## src/rtl/mips_rf_pkg.sv

```systemverilog
// Shared defaults for the MIPS register file with load-use scoreboard.
package mips_rf_pkg;
  localparam int RF_DW       = 32;
  localparam int RF_AW       = 5;
  localparam int RF_ZERO_REG = 1;
  localparam int NREGS       = 2**RF_AW;
endpackage

```

## src/rtl/reg_pend_scoreboard.sv

```systemverilog
// Per-register pending bits for outstanding loads, with two bypass-aware lookups.
module reg_pend_scoreboard
  import mips_rf_pkg::*;
#(
  parameter int AW       = RF_AW,
  parameter int ZERO_REG = RF_ZERO_REG
) (
  input  logic          clk,
  input  logic          reset,
  input  logic          i_mark_en,
  input  logic [AW-1:0] i_mark_addr,
  input  logic          i_clr_en,
  input  logic [AW-1:0] i_clr_addr,
  input  logic [AW-1:0] i_s_addr,
  input  logic [AW-1:0] i_t_addr,
  output logic          o_s_pend,
  output logic          o_t_pend
);
  localparam int NR = 2**AW;

  logic [NR-1:0] r_pend;
  logic          w_mark_ok;

  assign w_mark_ok = i_mark_en && !(ZERO_REG != 0 && i_mark_addr == '0);

  // Mark beats clear so back-to-back loads to one register stay pending.
  always_ff @(posedge clk or posedge reset) begin
    if (reset) begin
      r_pend <= '0;
    end else begin
      for (int i = 0; i < NR; i++) begin
        if (w_mark_ok && i_mark_addr == AW'(i))
          r_pend[i] <= 1'b1;
        else if (i_clr_en && i_clr_addr == AW'(i))
          r_pend[i] <= 1'b0;
      end
    end
  end

  // Load data arriving this cycle is bypassed, so the reader need not stall.
  assign o_s_pend = r_pend[i_s_addr] && !(i_clr_en && i_clr_addr == i_s_addr);
  assign o_t_pend = r_pend[i_t_addr] && !(i_clr_en && i_clr_addr == i_t_addr);
endmodule

```

## src/rtl/reg_file_scoreboard.sv

```systemverilog
// Two-write / two-read MIPS register file with write bypass, load scoreboard
// and a registered write-collision flag.
module reg_file_scoreboard
  import mips_rf_pkg::*;
#(
  parameter int DW       = RF_DW,
  parameter int AW       = RF_AW,
  parameter int ZERO_REG = RF_ZERO_REG
) (
  input  logic          clk,
  input  logic          reset,
  input  logic          we0,
  input  logic [AW-1:0] waddr0,
  input  logic [DW-1:0] wdata0,
  input  logic          we1,
  input  logic [AW-1:0] waddr1,
  input  logic [DW-1:0] wdata1,
  input  logic          mark_en,
  input  logic [AW-1:0] mark_addr,
  input  logic [AW-1:0] s_addr,
  input  logic [AW-1:0] t_addr,
  output logic [DW-1:0] s_out,
  output logic [DW-1:0] t_out,
  output logic          s_pend,
  output logic          t_pend,
  output logic          err_collide
);
  localparam int NR = 2**AW;

  logic [NR-1:0][DW-1:0] r_regs;
  logic                  r_collide;
  logic                  w_wr0, w_wr1, w_collide;
  logic [DW-1:0]         w_s_out, w_t_out;

  assign w_wr0     = we0 && !(ZERO_REG != 0 && waddr0 == '0);
  assign w_wr1     = we1 && !(ZERO_REG != 0 && waddr1 == '0);
  assign w_collide = w_wr0 && w_wr1 && waddr0 == waddr1;

  // Port 0 has priority, which drops port 1 data on a collision.
  always_ff @(posedge clk or posedge reset) begin
    if (reset) begin
      r_regs    <= '0;
      r_collide <= 1'b0;
    end else begin
      r_collide <= w_collide;
      for (int i = 0; i < NR; i++) begin
        if (w_wr0 && waddr0 == AW'(i))
          r_regs[i] <= wdata0;
        else if (w_wr1 && waddr1 == AW'(i))
          r_regs[i] <= wdata1;
      end
    end
  end

  always_comb begin
    w_s_out = r_regs[s_addr];
    if (we1 && waddr1 == s_addr) w_s_out = wdata1;
    if (we0 && waddr0 == s_addr) w_s_out = wdata0;
    if (ZERO_REG != 0 && s_addr == '0) w_s_out = '0;
    w_t_out = r_regs[t_addr];
    if (we1 && waddr1 == t_addr) w_t_out = wdata1;
    if (we0 && waddr0 == t_addr) w_t_out = wdata0;
    if (ZERO_REG != 0 && t_addr == '0) w_t_out = '0;
  end

  assign s_out       = w_s_out;
  assign t_out       = w_t_out;
  assign err_collide = r_collide;

  reg_pend_scoreboard #(.AW(AW), .ZERO_REG(ZERO_REG)) u_pend (
    .clk        (clk),
    .reset      (reset),
    .i_mark_en  (mark_en),
    .i_mark_addr(mark_addr),
    .i_clr_en   (we1),
    .i_clr_addr (waddr1),
    .i_s_addr   (s_addr),
    .i_t_addr   (t_addr),
    .o_s_pend   (s_pend),
    .o_t_pend   (t_pend)
  );
endmodule

```

## config.mk

```make
export PLATFORM = sky130hd
export DESIGN_NAME = reg_file_scoreboard
export DESIGN_NICKNAME = d
export VERILOG_FILES = /design/src/rtl/mips_rf_pkg.sv /design/src/rtl/reg_pend_scoreboard.sv /design/src/rtl/reg_file_scoreboard.sv
export SDC_FILE = /design/constraint.sdc
export NUM_CORES = 2
export LEC_CHECK = 0
export ABC_CLOCK_PERIOD_IN_PS = 82300
export BUFFER_PORTS_ARGS = -buffer_cell sky130_fd_sc_hd__buf_2
export CAP_MARGIN = 20
export CELL_PAD_IN_SITES_DETAIL_PLACEMENT = 2
export CELL_PAD_IN_SITES_GLOBAL_PLACEMENT = 2
export CORE_MARGIN = 1
export CORE_UTILIZATION = 33
export CTS_BUF_LIST = sky130_fd_sc_hd__clkbuf_8 sky130_fd_sc_hd__clkbuf_16
export CTS_CLUSTER_SIZE = 16
export DETAILED_ROUTE_END_ITERATION = 6
export PLACE_DENSITY_LB_ADDON = 0.1
export REMOVE_ABC_BUFFERS = 1
export SYNTH_ARGS = -nofsm -noshare
export SYNTH_HDL_FRONTEND = slang
export SYNTH_HIERARCHICAL = 1
export SYNTH_SLANG_ARGS = --single-unit
```

## constraint.sdc

```tcl
create_clock -name clk -period 82.3 [get_ports clk]
set_input_delay 0 -clock clk [delete_from_list [all_inputs] [get_ports clk]]
set_output_delay 0 -clock clk [all_outputs]
set_load 0.005 [all_outputs]
```

Word level (Yosys, flattened, before mapping). Index checks and enable logic that the tools add are counted.

Register bits: 1057. Logic and storage cells: 520. Bits of input ports: 94. Output and inout port bits: 67.

Multiplexer cells: 142. Reduce and logical (&&, ||, !) cells: 213. $lt $le $gt $ge: 2. Equal/unequal tests: 98.

Operator list (number): 32-bit 2-to-1 mux (72); 32-bit binary-select mux with 5-bit select (2); 5-bit equality test (second input constant) (48); 1-bit logical AND (139); 2-bit nonzero test (64); 5-bit by 4-bit equality test with 1-bit output (second input constant) (24); 1-bit 2-to-1 mux (66); 5-bit by 3-bit equality test with 1-bit output (second input constant) (12); 5-bit by 2-bit equality test with 1-bit output (second input constant) (6); 5-bit equality test (5); 5-bit logical NOT (5); 5-bit by 1-bit equality test with 1-bit output (second input constant) (3); 5-bit by 6-bit less-than comparator with 1-bit output (second input constant) (2); 1-bit binary-select mux with 5-bit select (2); 1-bit logical NOT (5).

Logic depth before layout (Yosys ltp).
Word-level depth: 6. Mapped depth: 10. Mapped depth without buffers: 5.

By module. The synthesis kept the hierarchy.

By module, submodules not included: reg_file_scoreboard (cells an instance 6191, instances 1, seq. area each 25649.6 um2, area an instance 64595.7 um2); reg_pend_scoreboard (cells an instance 203, instances 1, seq. area each 800.8 um2, area an instance 2062.0 um2).

Worst setup path after synthesis. Ideal clock, no wire load.

Path type: in2out. Start point: input t_addr[1]. End point: output t_out[10]. Path slack: 80.435 ns. Stages: 8. Required time: 82.300 ns. Arrival time: 1.865 ns. Buffers on the path: 4. Path through: buf_2 buf_4 buf_2 clkbuf_1 mux4_2 a211oi_1 a21oi_1 a221o_1.

Longest elaborated chain between the ends: 5. Elaborated cells on any way between the ends: 10. Those cells by class: eq/ne: 2; mux: 5; reduce/logical: 3.

RTL lines: start: declaration (line reg_file_scoreboard.sv:21) `input logic [AW-1:0] t_addr,`; 32-bit binary-select mux with 5-bit select / 5-bit equality test (equally long branches) (line reg_file_scoreboard.sv:60, reg_file_scoreboard.sv:61); 32-bit 2-to-1 mux (not written as such) / 1-bit logical AND (equally long branches) (line reg_file_scoreboard.sv:60, reg_file_scoreboard.sv:61); 32-bit 2-to-1 mux (line reg_file_scoreboard.sv:61) `if (we1 && waddr1 == t_addr) w_t_out = wdata1;`; 32-bit 2-to-1 mux (line reg_file_scoreboard.sv:62) `if (we0 && waddr0 == t_addr) w_t_out = wdata0;`; 32-bit 2-to-1 mux (*) (line reg_file_scoreboard.sv:63) `if (ZERO_REG != 0 && t_addr == '0) w_t_out = '0;`; end: declaration (line reg_file_scoreboard.sv:23) `output logic [DW-1:0] t_out,`.

Mark *: on every way between the ends. The rest lies on a longest branch, timed or not. The select of a mux whose other input is x is not followed.

Final worst setup path.
Start point: input t_addr[0]. End point: output t_out[15].

Same word-level chain as after synthesis.

==> impl_metrics.yaml <==
placement:
  numPortBuffers: 160
  place.gp.congestion: 0.797
  place_area_um2: 69000
  dp_hpwl_um: 183000
  pre_cts_ws_ns: 77.65
  dp_cells: 8532
timing:
  max_freq_ghz: 0.215
  rsz0062_at_grt: "false"
  drv_slew: 0
  relSlewSlack_pct: 15.3
  worst_slack_ns: 77.64
  worst_pin_slew_ns: 1.27
  setup_viol: 0
  hold_viol: 0
  final.setup.tns_ns: 0
  fin_crit_sh_pct: 5.66
  fin_worst_skew_ns: 0
  period_minus_slack_ns: 4.66
detailed_routing:
  antenna_left: 0
  drtIter0Drc: 4953
  wl_per_cell_um: 37.0
  firstDrtPassIters: 5
  num_vias: 56700
  routed_via_density: 6.36
  highest_layer: "met4"
  wl_met3_um: 19400
  routed_wirelength_um: 330000
  drc: 0
  wl_met2_um: 153000
  met1_length_um: 145000
floorplan:
  num_rows: 164
  ios: 161
  core-area_um2: 200000
  die-height_um: 451
  dieArea_um2: 204000
  die_w_um: 451
  initial_core_util_pct: 33.3
yosys:
  synth_most_common_cell: "mux2i_1"
  synth_edf_count: 0
  syn_area_um2: 66700
  yosysUniqueCellTypes: 63
  synth_cells: 6394
  yosysSeqAreaShare_pct: 39.7
  yosys-top-cells-area: "dfrtp_1, mux2i_1, mux4_2"
  ys_warn_count: 6
  synth_seq_cells: 1057
  yosysTopAreaCellShare_pct: 39.7
  syn_avg_cell_area_um2: 10.4
  ys.flop_type: "dfrtp_1"
  synthTopCellsByCount: "mux2i_1, dfrtp_1, a21oi_1"
  synth_top_cell_by_area: "dfrtp_1"
  ys_async_sr_fraction_pct: 100
critical_path:
  cp-end-kind: "output pin"
  required_ns: 82.30
  cp-start-kind: "primary input"
  crit_fanout: 95
  crit_type: "primary input to output pin"
  critical_path_arrival_ns: 4.66
  ff2ff_path_depth: 3
global_route:
  gr-total-overflow: 0
  grt_usage_pct: 32.0
  grt_pass1_wl_um: 469000
  grt_antenna_before_repair: 12
  grt_max_degree: 162
  grt_pass1_vias: 59700
cells_and_area:
  finalInstanceArea_um2: 74900
  drive_gt1_share_pct: 16.5
  multi_input_area_um2: 37100
  regArea_um2: 26500
  nets: 6246
  synthToLayoutAreaGrowth_pct: 12.4
  layoutNonFillerInstCount: 8914
  fillCellCount: 21000
clock_tree:
  root_buffer: "clkbuf_16"
  insertion_delay_ns: 0.81
  cts_buffer_depth: 3
  htreeDepth: 4
  cts_sinks: 1057
  clk_pin_slew_worst_paths_ns: 0.06
  cts_buffers: 143
  tritoncts: "yes"
run:
  drv_cap: 0
power:
  ir_worst_vdd_v: 0.0000224
  p_leak_nw: 32.3
  powerDensity_nw_per_um2: 24.9
run_status:
  status: "finished, final reports clean"
worst_hold_path:
  min_path_cells: 5
  holdCritPathClass: "primary input to flip-flop"
## path summary, 6_finish.rpt
path	startpoint	end	slack [ns]
worst max-delay path	t_addr[0]	t_out[15]	77.64
worst min-delay path	waddr0[2]	r_regs[530]$_DFFE_PP0P_	0.20
worst max register to register	r_regs[308]$_DFFE_PP0P_	r_regs[308]$_DFFE_PP0P_	80.88
worst min register to register	r_regs[6]$_DFFE_PP0P_	r_regs[6]$_DFFE_PP0P_	0.39
max in group asynchronous	reset	r_regs[506]$_DFFE_PP0P_	77.70
min in group asynchronous	reset	u_pend/r_pend[24]$_DFFE_PP0P_	0.56
## cell type report
type	instances	share of cell area (%)
Timing Repair Buffer	439	4.52
Sequential cell	1057	35.3
Inverter	4	0.0301
Clock inverter	59	0.548
Antenna cell	11	0.0367
Multi-Input combinational cell	4507	49.5
Clock buffer	181	5.58
Tap cell	2656	4.44
## cell usage in the layout, fill, tap and decap left out, types with 10 or more instances in the layout
cell type / count
inv_1: 33
dlygate4sd3_1: 129
nand3b_1: 11
clkinv_2: 17
o221ai_1: 93
a32oi_1: 32
mux2_2: 25
xnor2_1: 17
nand3_1: 16
a22o_1: 62
a221oi_1: 11
mux4_2: 396
nand2_1: 371
nor3b_1: 16
a2111oi_0: 13
a21oi_1: 693
nor2_1: 663
xor2_1: 16
o31ai_1: 12
a22oi_1: 39
nor2_4: 20
diode_2: 11
a221o_1: 31
clkbuf_8: 31
o21ai_0: 414
mux2i_1: 1260
dfrtp_1: 1057
o22ai_1: 32
nand2b_1: 10
clkbuf_16: 150
a211oi_1: 81
a21o_1: 20
buf_4: 142
nand2_4: 11
buf_2: 153
o21ai_1: 24
and3_1: 21
## routing by layer
metal / global-route usage (%) / vias up
li1: - / 23100
met5: 0 / -
met1: 44.4 / 31100
met3: 4.14 / 545
met4: 11.6 / 0
met2: 51.1 / 1995
## report_power, final
| group | total [W] | internal (W) | leakage (nW) | switching (W) |
|---|---|---|---|---|
| Clock | 0.000634 | 0.000370 | 2.40 | 0.000264 |
| Combinational | 0.000454 | 0.000226 | 17.3 | 0.000228 |
| Sequential | 0.000776 | 0.000657 | 12.6 | 0.000119 |
## worst max-delay path: stages
cell and delay (ns):
buf_8 0.43, buf_4 0.64, buf_4 0.72, buf_12 0.70, mux4_2 0.36, a22o_1 0.18, a211oi_1 0.06, a2111oi_0 0.95
a221o_1 0.23, buf_2 0.12
## registers in the layout, indices dropped and copies added (netlist names)
signal / flops
r_regs: 1024
u_pend/r_pend: 32
err_collide: 1
## cells by family (layout without fill, tap and decap cells)
kind of cell,Yosys count,count (layout),share of synthesized area [%]
other,0,11,0
and+or+nand+nor,1204,1204,7.41
AOI/OAI and AO/OA,1585,1585,14.1
xor gates and xnor gates,33,33,0.434
DFF,1057,1057,39.7
muxes,1685,1685,32.9
buffers and inverters,830,683,5.47
## timing repair
action,CTS,global route
buffers inserted,0,0
gates resized for setup,0,0
setup endpoints to repair,0,0
hold buffers,129,0
endpoints found under the hold margin,1170,0
## per-stage QoR
stage / total power [W] / hold WS (ns) / util [%]
5_1_grt: 0.00195 / 0.201 / 37.4
4_1_cts: 0.00187 / 0.113 / 37.4
3_5_place_dp: 0.00122 / 0.183 / 34.4
3_3_place_gp: 0.00119 / 0.179 / 34.4
2_1_floorplan: 0.00104 / 0.0942 / -
6_report: 0.00186 / 0.198 / 37.4
Power figures use the tool's default switching activity.
